===== config.mk =====
export PLATFORM = sky130hd
export DESIGN_NAME = rt_delay_ramp_ctrl
export DESIGN_NICKNAME = d
export VERILOG_FILES = /design/src/rtl/rt_delay_pkg.sv /design/src/rtl/rt_step_timer.sv /design/src/rtl/rt_delay_ramp_ctrl.sv
export SDC_FILE = /design/constraint.sdc
export NUM_CORES = 1
export LEC_CHECK = 0
export ABC_AREA = 1
export BUFFER_PORTS_ARGS = -buffer_cell sky130_fd_sc_hd__buf_2
export CORE_AREA = 2 2 53 60
export DETAILED_ROUTE_END_ITERATION = 10
export DIE_AREA = 0 0 55 62
export GPL_TIMING_DRIVEN = 0
export PLACE_DENSITY = 0.81
export SLEW_MARGIN = 20
export SYNTH_ARGS = -nofsm -noshare
export SYNTH_HDL_FRONTEND = slang
export SYNTH_HIERARCHICAL = 1
export SYNTH_SLANG_ARGS = --single-unit

===== constraint.sdc =====
create_clock -name clk -period 2.77 [get_ports clk]
set_clock_uncertainty 0.05 [all_clocks]
set_input_delay 0.6925 -clock clk [delete_from_list [all_inputs] [get_ports clk]]
set_output_delay 0.6925 -clock clk [all_outputs]
set_load 0.05 [all_outputs]

===== src/rtl/rt_delay_pkg.sv =====
// Shared definitions for the runtime delay-line select ramp controller.
package rt_delay_pkg;

  // Default width of the delay-line select.
  localparam int DELAY_W_DFLT   = 5;
  // Highest select the ramp may drive. 31 is reserved for pass-through.
  localparam int MAX_DELAY_DFLT = 30;
  // Delay-line select code that bypasses the line (zero delay).
  localparam int PASS_THRU_SEL  = 31;

  // Ramp controller states.
  typedef enum logic [1:0] {
    ST_IDLE = 2'd0,
    ST_WAIT = 2'd1,
    ST_DONE = 2'd2
  } rt_state_e;

  // Plain-vector state codes for the legacy-style state register.
  localparam logic [1:0] S_IDLE = ST_IDLE;
  localparam logic [1:0] S_WAIT = ST_WAIT;
  localparam logic [1:0] S_DONE = ST_DONE;

endpackage


===== src/rtl/rt_step_timer.sv =====
// Reloadable interval down-counter. o_tick marks an enabled cycle at zero count.
module rt_step_timer
  import rt_delay_pkg::*;
#(
  parameter int STEP_INTERVAL = 16,
  parameter int CNT_W         = $clog2(STEP_INTERVAL + 1)
) (
  input  logic clk,
  input  logic rst_n,
  input  logic i_en,
  input  logic i_load,
  output logic o_tick
);

  localparam logic [CNT_W-1:0] CNT_LOAD = CNT_W'(STEP_INTERVAL - 1);
  localparam logic [CNT_W-1:0] CNT_ONE  = CNT_W'(1);
  localparam logic [CNT_W-1:0] CNT_ZERO = CNT_W'(0);

  logic [CNT_W-1:0] r_cnt;

  // Reload has priority; otherwise count down while enabled, saturating at zero.
  always_ff @(posedge clk or negedge rst_n) begin
    if (!rst_n) begin
      r_cnt <= CNT_ZERO;
    end else if (i_load) begin
      r_cnt <= CNT_LOAD;
    end else if (i_en && (r_cnt != CNT_ZERO)) begin
      r_cnt <= r_cnt - CNT_ONE;
    end else begin
      r_cnt <= r_cnt;
    end
  end

  assign o_tick = i_en & (r_cnt == CNT_ZERO);

endmodule


===== src/rtl/rt_delay_ramp_ctrl.sv =====
// Ramps the delay-line select one tap at a time toward an accepted target.
module rt_delay_ramp_ctrl
  import rt_delay_pkg::*;
#(
  parameter int DELAY_W       = DELAY_W_DFLT,
  parameter int MAX_DELAY     = MAX_DELAY_DFLT,
  parameter int INITIAL_DELAY = 1,
  parameter int STEP_INTERVAL = 16,
  parameter int CNT_W         = $clog2(STEP_INTERVAL + 1)
) (
  input  logic               clk,
  input  logic               rst_n,
  input  logic               en,
  input  logic               tgt_valid,
  output logic               tgt_ready,
  input  logic [DELAY_W-1:0] tgt_delay,
  output logic [DELAY_W-1:0] delay,
  output logic               busy,
  output logic               done,
  output logic               clamp_err
);

  localparam logic [DELAY_W-1:0] MAX_SEL  = DELAY_W'(MAX_DELAY);
  localparam logic [DELAY_W-1:0] INIT_SEL = DELAY_W'(INITIAL_DELAY);
  localparam logic [DELAY_W-1:0] ONE_SEL  = DELAY_W'(1);

  logic [1:0]         r_state;
  logic [DELAY_W-1:0] r_delay;
  logic [DELAY_W-1:0] r_target;
  logic               r_ready;
  logic               r_busy;
  logic               r_done;
  logic               r_clamp_err;

  logic [1:0]         w_state_nxt;
  logic [DELAY_W-1:0] w_delay_nxt;
  logic [DELAY_W-1:0] w_target_nxt;
  logic               w_clamp_nxt;
  logic               w_load;
  logic               w_tick;
  logic               w_tmr_en;
  logic               w_over;
  logic [DELAY_W-1:0] w_tgt_clamped;
  logic [DELAY_W-1:0] w_delay_step;

  // Limit the requested target to the highest legal select and flag overshoot.
  always_comb begin
    if (tgt_delay > MAX_SEL) begin
      w_over        = 1'b1;
      w_tgt_clamped = MAX_SEL;
    end else begin
      w_over        = 1'b0;
      w_tgt_clamped = tgt_delay;
    end
  end

  // Next select one tap toward the target; never moves past it, so no wrap.
  always_comb begin
    if (r_target > r_delay) begin
      w_delay_step = r_delay + ONE_SEL;
    end else if (r_target < r_delay) begin
      w_delay_step = r_delay - ONE_SEL;
    end else begin
      w_delay_step = r_delay;
    end
  end

  // The interval timer only runs while a ramp is waiting for its next step.
  assign w_tmr_en = en & (r_state == S_WAIT);

  rt_step_timer #(
    .STEP_INTERVAL (STEP_INTERVAL),
    .CNT_W         (CNT_W)
  ) u_step_timer (
    .clk    (clk),
    .rst_n  (rst_n),
    .i_en   (w_tmr_en),
    .i_load (w_load),
    .o_tick (w_tick)
  );

  // Ramp sequencing: accept in IDLE, step on timer ticks, pulse DONE once.
  always_comb begin
    w_state_nxt  = r_state;
    w_delay_nxt  = r_delay;
    w_target_nxt = r_target;
    w_clamp_nxt  = 1'b0;
    w_load       = 1'b0;
    case (r_state)
      S_IDLE: begin
        if (tgt_valid) begin
          w_target_nxt = w_tgt_clamped;
          w_clamp_nxt  = w_over;
          if (w_tgt_clamped == r_delay) begin
            w_state_nxt = S_DONE;
          end else begin
            w_state_nxt = S_WAIT;
            w_load      = 1'b1;
          end
        end else begin
          w_state_nxt = S_IDLE;
        end
      end
      S_WAIT: begin
        if (w_tick) begin
          w_delay_nxt = w_delay_step;
          if (w_delay_step == r_target) begin
            w_state_nxt = S_DONE;
          end else begin
            w_state_nxt = S_WAIT;
            w_load      = 1'b1;
          end
        end else begin
          w_state_nxt = S_WAIT;
        end
      end
      S_DONE: begin
        w_state_nxt = S_IDLE;
      end
      default: begin
        w_state_nxt = S_IDLE;
      end
    endcase
  end

  // State, select and status registers; status is decoded from the next state.
  always_ff @(posedge clk or negedge rst_n) begin
    if (!rst_n) begin
      r_state     <= S_IDLE;
      r_delay     <= INIT_SEL;
      r_target    <= INIT_SEL;
      r_ready     <= 1'b1;
      r_busy      <= 1'b0;
      r_done      <= 1'b0;
      r_clamp_err <= 1'b0;
    end else begin
      r_state     <= w_state_nxt;
      r_delay     <= w_delay_nxt;
      r_target    <= w_target_nxt;
      r_ready     <= (w_state_nxt == S_IDLE);
      r_busy      <= (w_state_nxt == S_WAIT);
      r_done      <= (w_state_nxt == S_DONE);
      r_clamp_err <= w_clamp_nxt;
    end
  end

  assign delay     = r_delay;
  assign tgt_ready = r_ready;
  assign busy      = r_busy;
  assign done      = r_done;
  assign clamp_err = r_clamp_err;

endmodule

==> flow_summary.yaml, run 1 <==
setup_path:
  critPathMostFrequentCell: "sky130_fd_sc_hd__nand2_1"
  worstSetupStartpointType: "flip-flop"
  critical_path.slowest_cell: "sky130_fd_sc_hd__dfrtp_2"
  worstPathCellList: "inv_2 > ha_1 > nand2_1 > nor2_4 > nand2_4 > nand3_2 > buf_6 > nand3_1 > nand3_1 > nand2_1 > nand2_1 > nor2_2 > nand2_2 > nand2_1 > nand2_2 > clkinv_8 > nand3_1 > nand2_1 > nand2_1"
  critPathArrivalTime_ps: 2720
  timing_worst_setup_path_type: "reg -> reg"
  timing.critical_path.required_ps: 2930
  critPathMaxStageDelay_ps: 470
  worst-path-max-fanout: 10
  end_kind: "flip-flop"
placed_design:
  numPlacedInstances: 261
  post-dp-hpwl_um: 2420
  port-buffer-count: 17
  place.gp.congestion: 0.823
  dpl_cell_area_sq_um: 1670
clocking:
  clk_pin_slew_ps: 110
  numClockSinks: 21
  clock_latency_ps: 310
  cts_tree: "built"
  post_cts_hold_buffer_count: 0
  max-clock-path-buffers: 2
  clock_tree.htree_level_count: 1
  cts_inserted_buffers: 3
  clk_root_buffer_cell: "sky130_fd_sc_hd__clkbuf_4"
floorplanning:
  coreArea_sq_um: 2890
  floorplan.die_area_sq_um: 3410
  die_x_um: 55
  placementRows: 21
  io_pins: 18
  initial_core_utilization: 0.533
  die_h_um: 62
yosys:
  sequential_share_of_the_synthesized_area: 0.344
  unique_masters_post_synth: 26
  ys_seq_elements: 21
  synth_edf_count: 0
  synth_async_sr_flop_share: 1.00
  synth.avg_cell_area_sq_um: 7.33
  synth_largest_area_cell: "sky130_fd_sc_hd__dfrtp_1"
  synth.cells.most_frequent: "53 x sky130_fd_sc_hd__nand2_1, 35 x sky130_fd_sc_hd__nand3_1, 29 x sky130_fd_sc_hd__inv_1, 18 x sky130_fd_sc_hd__dfrtp_1, 12 x sky130_fd_sc_hd__o21ai_0"
  synth_nets: 227
  yosys.cell_count.top_type: "sky130_fd_sc_hd__nand2_1"
  synth_area_leaders: "sky130_fd_sc_hd__dfrtp_1 29%, sky130_fd_sc_hd__nand2_1 13%, sky130_fd_sc_hd__nand3_1 11%"
  post_synth_instance_area_sq_um: 1540
  post_synth_inst_count: 210
  synth_flop_type: "sky130_fd_sc_hd__dfrtp_1"
  synth.top_cell.area_share: 0.292
  synth.yosys.warnings: 6
timing:
  report.final.slew_viol_count: 0
  worst_tran_pin_value_ps: 443
  hold_violations_final: 0
  slew_headroom: 0.705
  setup_repair_after_global_routing_missed_its_margin: "false"
  final_period_minus_worst_setup_slack_ps: 2560
  setup_viol: 0
  timing.fmax_ghz: 0.391
  final_min_period_over_clock_period: 0.923
global_route:
  gr-total-overflow: 0
  grt_pass1_wl_um: 5000
  antenna_found_initial: 0
  grt_pass1_vias: 1145
  maximum_number_of_pins_on_one_net_before_global_route_repair: 22
  groute.usage.overall: 0.201
routing:
  vias: 1374
  drt-pass1-iter-count: 4
  post-route-drc-count: 0
  avgViaCountPerCell: 5.13
  antenna_left: 0
  drt-initial-drc-count: 25
  wire_per_inst_um: 11.5
  drt_wl_total_um: 3080
final_layout:
  layout_area_overhead_pct: 12.7
  n_antenna_cell: 0
  layout-drive-gt1-share: 0.252
  post-route-cell-area_sq_um: 1740
  final_net_count: 252
  layoutNonFillerInstCount: 268
status:
  status: "complete, no violations"
run:
  drv_cap: 0
worst_hold_path:
  hold_class: "in -> async"
==> state kept, by name (all words and copies together) (netlist names) <==
name / count
busy: 1
clamp_err: 1
delay: 5
done: 1
r_state: 2
r_target: 5
tgt_ready: 1
u_step_timer/r_cnt: 5
==> worst max-delay path, delay by kind of cell (launching register included) <==
| kind | cells | cell delay, ps |
|---|---|---|
| buf+inv | 3 | 330 |
| fa+ha+maj | 1 | 310 |
| simple gates | 15 | 1300 |
| flops | 1 | 470 |
==> metrics by stage <==
stage | util | hold WS, ps | setup WS [ps] | TNS, ps
2_1_floorplan | - | 347 | 34.7 | 0
3_3_place_gp | 0.578 | 392 | 31.4 | 0
3_5_place_dp | 0.578 | 397 | -10.2 | -18.7
4_1_cts | 0.587 | 277 | 4.70 | 0
5_1_grt | 0.600 | 299 | 30.0 | 0
6_report | 0.600 | 259 | 212 | 0
==> layer usage <==
metal,track usage,part of all wire,vias to the layer above
met1,0.278,0.46,611
li1,-,-,720
met3,0.0574,0.051,8
met5,0,0,-
met2,0.304,0.47,35
met4,0.0627,0.017,0
==> kinds of logic (layout without fill, tap and decap cells) <==
group,after synthesis,in the layout,share of synthesized area
AOI/OAI and AO/OA,16,16,0.0569
xor gates and xnor gates,9,9,0.0512
adders and majority gates,8,8,0.0650
buffers and inverters,35,59,0.0999
DFF,21,21,0.344
and+or+nand+nor,121,121,0.383
==> cell type report <==
| type | count | area (sq um) |
|---|---|---|
| clock buffer | 4 | 26.3 |
| inverter | 32 | 133 |
| buffer | 1 | 11.3 |
| fill | 278 | 1150 |
| timing repair buffer | 22 | 123 |
| multi-input combinational | 154 | 866 |
| tap | 34 | 42.5 |
| sequential | 21 | 534 |
==> worst paths after layout <==
kind	start	end	slack [ps]	cells after the start
worst max-delay path	delay[2]	u_step_timer/r_cnt[2]	210	19
worst min-delay path	rst_n	u_step_timer/r_cnt[3]	260	1
worst max register to register	delay[2]	u_step_timer/r_cnt[2]	210	19
worst min register to register	r_state[0]	tgt_ready	420	1
max in group asynchronous	rst_n	delay[0]	2070	1
min in group clk	r_state[0]	tgt_ready	420	1
==> repair_timing <==
action / CTS / global route
hold endpoints to repair: 0 / 0
gates resized for setup: 1 / 6
buffers inserted: 0 / 5
setup endpoints to repair: 3 / 5
pin swaps: 0 / 0
==> cell usage in the layout (no fill, tap or decap), drive strengths merged <==
master	Yosys	routed
ha	8	8
buf	3	23
or2	1	1
nor2	13	13
nand3	37	37
nand2	64	64
xnor2	6	6
clkinv	2	2
o21ai	14	14
inv	30	30
xor2	3	3
nor3	1	1
dfrtp	18	18
nand3b	1	1
a21oi	2	2
dfstp	3	3
nand4	4	4
clkbuf	0	4
Power of run 1 is left out: the tool's default activity adds up to more than one toggle a clock period on the data nets, which glitch-free logic cannot reach.
==> run 2, diff against run 1 <==
==> constraint.sdc (replaced) <==
create_clock -name clk -period 2.4 [get_ports clk]
set_clock_uncertainty 0.05 [all_clocks]
set_input_delay 0.6 -clock clk [delete_from_list [all_inputs] [get_ports clk]]
set_output_delay 0.6 -clock clk [all_outputs]
set_load 0.05 [all_outputs]
==> flow_summary.yaml, run 2 (synthesized netlist as in run 1, its figures left out) <==
global_route:
  maximum_number_of_pins_on_one_net_before_global_route_repair: 22
  grt_pass1_vias: 1276
  gr-total-overflow: 0
  groute.usage.overall: 0.233
  antenna_found_initial: 0
  grt_pass1_wl_um: 5810
floorplanning:
  die_x_um: 55
  initial_core_utilization: 0.533
  placementRows: 21
  coreArea_sq_um: 2890
  die_h_um: 62
  io_pins: 18
  floorplan.die_area_sq_um: 3410
timing:
  final_min_period_over_clock_period: 1.00
  final_period_minus_worst_setup_slack_ps: 2410
  fin_ws_ps: -10.6
  report.final.slew_viol_count: 0
  setup_repair_after_global_routing_missed_its_margin: "true"
  slew_headroom: 0.650
  timing.fmax_ghz: 0.415
  setup_viol: 2
  hold_violations_final: 0
  worst_tran_pin_value_ps: 520
routing:
  post-route-drc-count: 0
  drt-initial-drc-count: 48
  drt_wl_total_um: 3630
  wire_per_inst_um: 13.0
  drt-pass1-iter-count: 4
  antenna_left: 0
  vias: 1471
  avgViaCountPerCell: 5.27
clocking:
  max-clock-path-buffers: 2
  clk_root_buffer_cell: "sky130_fd_sc_hd__clkbuf_4"
  cts_inserted_buffers: 3
  post_cts_hold_buffer_count: 0
  numClockSinks: 21
  clk_pin_slew_ps: 120
  cts_tree: "built"
  clock_tree.htree_level_count: 1
  clock_latency_ps: 310
final_layout:
  post-route-cell-area_sq_um: 2020
  layout_area_overhead_pct: 30.9
  utilization: 0.697
  final_net_count: 263
  layout-drive-gt1-share: 0.380
  layout.cells.most_common_list: "45 x sky130_fd_sc_hd__nand2_1, 28 x sky130_fd_sc_hd__nand3_1, 25 x sky130_fd_sc_hd__inv_1, 17 x sky130_fd_sc_hd__buf_2, 14 x sky130_fd_sc_hd__buf_4"
  n_antenna_cell: 0
  final_common_cell: "sky130_fd_sc_hd__nand2_1"
  layoutNonFillerInstCount: 279
status:
  violations_in_the_final_reports: "setup timing"
  status: "finished, violations left"
setup_path:
  critPathArrivalTime_ps: 2580
  timing_worst_setup_path_type: "reg -> reg"
  end_kind: "flip-flop"
  timing.critical_path.required_ps: 2560
  worstSetupStartpointType: "flip-flop"
  worst-path-max-fanout: 6
placed_design:
  port-buffer-count: 17
  place.gp.congestion: 0.815
  dp_slack_ps: -113
  post-dp-hpwl_um: 2430
  numPlacedInstances: 261
  dpl_cell_area_sq_um: 1780
worst_hold_path:
  hold_class: "in -> async"
run:
  drv_cap: 0
==> run 2: cell count changes in the layout (fill, tap and decap cells not counted), sizes merged <==
cell / previous run / this run
buf: 23 / 33
clkinv: 2 / 3
==> run 2: stage by stage <==
stage	hold slack (ps)	TNS [ps]
after floorplan	254	-248
after global placement	388	-342
after detailed placement	389	-420
after CTS	185	0
after global routing	197	-1010
final	168	-17.0
==> run 2: worst max-delay path, stage by stage, from the launching register on <==
cell	delay [ps]
sky130_fd_sc_hd__dfrtp_2	470
sky130_fd_sc_hd__ha_4	310
sky130_fd_sc_hd__nand2_4	60
sky130_fd_sc_hd__nor2_4	110
sky130_fd_sc_hd__buf_4	130
sky130_fd_sc_hd__nand2_4	90
sky130_fd_sc_hd__inv_6	90
sky130_fd_sc_hd__nand3_1	120
sky130_fd_sc_hd__nand4_1	130
sky130_fd_sc_hd__nand3_2	120
sky130_fd_sc_hd__nor2_4	150
sky130_fd_sc_hd__nand2_2	80
sky130_fd_sc_hd__nand2_2	80
sky130_fd_sc_hd__nand2_4	90
sky130_fd_sc_hd__clkinv_8	90
sky130_fd_sc_hd__nand2_4	50
sky130_fd_sc_hd__nand2_1	60
sky130_fd_sc_hd__nand2_1	40
==> run 2: area by class of cell <==
cell class                      instances  area (sq um)
Timing Repair inverter                  1          8.76
Timing Repair Buffer                   32           218
Fill cell                             222           875
Buffer                                  1          15.0
Inverter                               32           148
Tap cell                               34          42.5
Sequential cell                        21           537
Multi-Input combinational cell        154          1020
Clock buffer                            4          26.3
==> run 2: metal layers <==
layer	global-route usage	routed length, um	part of all wire
met4	0.0592	36	0.0099
met3	0.0455	153	0.042
met1	0.316	1590	0.44
met5	0	0	0
met2	0.381	1850	0.51
==> run 2: path summary, 6_finish.rpt <==
| kind | startpoint | cells after the start | to | slack [ps] |
|---|---|---|---|---|
| hold reg to reg | r_state[0] | 1 | tgt_ready | 410 |
| min in group clk | tgt_valid | 2 | tgt_ready | 390 |
| setup / recovery | r_target[4] | 17 | u_step_timer/r_cnt[2] | -10 |
| max in group asynchronous | rst_n | 1 | tgt_ready | 1790 |
| hold / removal | rst_n | 1 | busy | 170 |
| setup reg to reg | r_target[4] | 17 | u_step_timer/r_cnt[2] | -10 |
==> run 2: what timing repair did <==
action,4_1_cts,5_1_grt
pin swaps,7,13
gates cloned,2,0
gates resized for setup,15,12
buffers inserted,13,1
setup endpoints to repair,5,12
Power of run 2 is left out for the same reason.
==> run 3, diff against run 2 <==
--- a/config.mk
+++ b/config.mk
@@ -7,12 +7,11 @@
 export LEC_CHECK = 0
 export ABC_AREA = 1
 export BUFFER_PORTS_ARGS = -buffer_cell sky130_fd_sc_hd__buf_2
-export CORE_AREA = 2 2 53 60
+export CORE_AREA = 2 2 54 61
 export DETAILED_ROUTE_END_ITERATION = 10
-export DIE_AREA = 0 0 55 62
+export DIE_AREA = 0 0 56 63
 export GPL_TIMING_DRIVEN = 0
-export PLACE_DENSITY = 0.81
-export SLEW_MARGIN = 20
+export PLACE_DENSITY = 0.78
 export SYNTH_ARGS = -nofsm -noshare
 export SYNTH_HDL_FRONTEND = slang
 export SYNTH_HIERARCHICAL = 1
==> flow_summary.yaml, run 3 (synthesized netlist as in run 1, its figures left out) <==
setup_path:
  r2r_start: "r_target[4]"
  r2r_setup_slack_ps: -50
  timing_worst_setup_path_type: "reg -> reg"
  critPathArrivalTime_ps: 2590
  worst-path-max-fanout: 5
  timing.critical_path.required_ps: 2540
  critical_path.slowest_cell: "sky130_fd_sc_hd__dfrtp_2"
  regToRegEndpoint: "busy"
  end_kind: "flip-flop"
  worstSetupStartpointType: "flip-flop"
  reg2regPathDepth: 16
  critical_path.startpoint: "r_target[4]"
  cp-endpoint: "busy"
  critPathMaxStageDelay_ps: 460
  worstPathCellList: "ha_4 > nand2_4 > nor2_4 > nand2_4 > nand3_4 > buf_6 > nand3b_1 > nand4_1 > nand3_2 > nor2_4 > buf_4 > buf_4 > buf_4 > nand3_4 > nand2_4 > nand2_1"
routing:
  drt_wl_total_um: 3960
  drt-pass1-iter-count: 4
  drt-initial-drc-count: 122
  vias: 1529
  avgViaCountPerCell: 5.42
  post-route-drc-count: 0
  antenna_left: 0
  wire_per_inst_um: 14.0
final_layout:
  layout_area_overhead_pct: 32.7
  final_common_cell: "sky130_fd_sc_hd__nand2_1"
  final_net_count: 266
  fill_cells: 233
  layout.cells.most_common_list: "42 x sky130_fd_sc_hd__nand2_1, 25 x sky130_fd_sc_hd__inv_1, 25 x sky130_fd_sc_hd__nand3_1, 17 x sky130_fd_sc_hd__buf_2, 17 x sky130_fd_sc_hd__buf_4"
  combined_area_of_the_multi_input_logic_cells_sq_um: 1050
  layout.area.seq_sq_um: 538
  n_antenna_cell: 0
  layout-drive-gt1-share: 0.415
clocking:
  clock_latency_ps: 310
  clk_root_buffer_cell: "sky130_fd_sc_hd__clkbuf_4"
  cts_tree: "built"
  post_cts_hold_buffer_count: 0
  clk_pin_slew_ps: 120
  clock_tree.htree_level_count: 1
  cts_inserted_buffers: 3
  max-clock-path-buffers: 2
  numClockSinks: 21
timing:
  final_period_minus_worst_setup_slack_ps: 2450
  fin_ws_ps: -53.6
  setup_repair_after_global_routing_missed_its_margin: "true"
  fin_tns_setup_ps: -136
  final_min_period_over_clock_period: 1.02
  report.final.slew_viol_count: 0
  hold_violations_final: 0
  slew_headroom: 0.621
  timing.fmax_ghz: 0.408
  worst_tran_pin_value_ps: 562
  setup_viol: 5
global_route:
  groute.usage.overall: 0.244
  gr-total-overflow: 0
  grt_pass1_vias: 1413
  grt_pass1_wl_um: 6670
  maximum_number_of_pins_on_one_net_before_global_route_repair: 22
  antenna_found_initial: 0
placed_design:
  post-dp-hpwl_um: 2570
  dp_slack_ps: -148
  place.gp.congestion: 0.819
  port-buffer-count: 17
floorplanning:
  floorplan.die_area_sq_um: 3530
  io_pins: 18
  initial_core_utilization: 0.523
  placementRows: 21
  die_h_um: 63
  die_x_um: 56
  coreArea_sq_um: 2940
run:
  drv_cap: 0
worst_hold_path:
  hold_class: "in -> async"
status:
  status: "finished, violations left"
  violations_in_the_final_reports: "setup timing"
-- run 3: changes by cell type in the layout (fill, tap and decap cells not counted), moves of 2 or more --
cell	delta
sky130_fd_sc_hd__buf_4	+3
sky130_fd_sc_hd__buf_6	+2
sky130_fd_sc_hd__nand2_1	-3
sky130_fd_sc_hd__nand2_2	+3
sky130_fd_sc_hd__nand3_1	-3
sky130_fd_sc_hd__nand3_2	+2
-- run 3: cell type report --
type	count	share of cell area
Buffer	1	0.00551
Clock buffer	4	0.0129
Inverter	32	0.0710
Multi-Input combinational cell	154	0.513
Sequential cell	21	0.263
Tap cell	34	0.0208
Timing Repair Buffer	35	0.110
Timing Repair inverter	1	0.00428
-- run 3: metal layers --
layer,track usage,share of wire,routed length [um],up-vias
met1,0.307,0.41,1610,702
li1,-,-,-,752
met2,0.403,0.51,2030,61
met4,0.113,0.028,112,0
met3,0.0435,0.052,204,14
met5,0,0,0,-
-- run 3: worst max-delay path, delay by kind of cell, from the launching register on --
| family | cells | cell delay, ps |
|---|---|---|
| adders and majority gates | 1 | 310 |
| DFF | 1 | 460 |
| buffers and inverters | 4 | 440 |
| and+or+nand+nor | 11 | 1060 |
-- run 3: how the worst min path moves through the flow --
stage,to,slack [ps],cells after the start
floorplan,busy,250,0
global placement,tgt_ready,390,1
detailed placement,tgt_ready,410,1
CTS,u_step_timer/r_cnt[2],190,1
global route,u_step_timer/r_cnt[3],180,1
finish,u_step_timer/r_cnt[2],170,1
-- run 3: repair_timing --
item                       in CTS  in global routing
resized for setup              19                 15
setup endpoints to repair       5                 13
buffers inserted               17                  0
pin swaps                      15                 10
gates cloned                    2                  0
-- run 3: per-stage QoR --
step | cell area [sq um] | util | hold WS, ps | instances
3_5_place_dp | 1780 | 0.603 | 412 | 261
4_1_cts | 2010 | 0.684 | 191 | 284
3_3_place_gp | 1780 | 0.603 | 392 | 261
5_1_grt | 2040 | 0.695 | 184 | 282
2_1_floorplan | 1650 | - | 254 | 210
6_report | 2040 | 0.695 | 168 | 282
Power of run 3 is left out for the same reason.
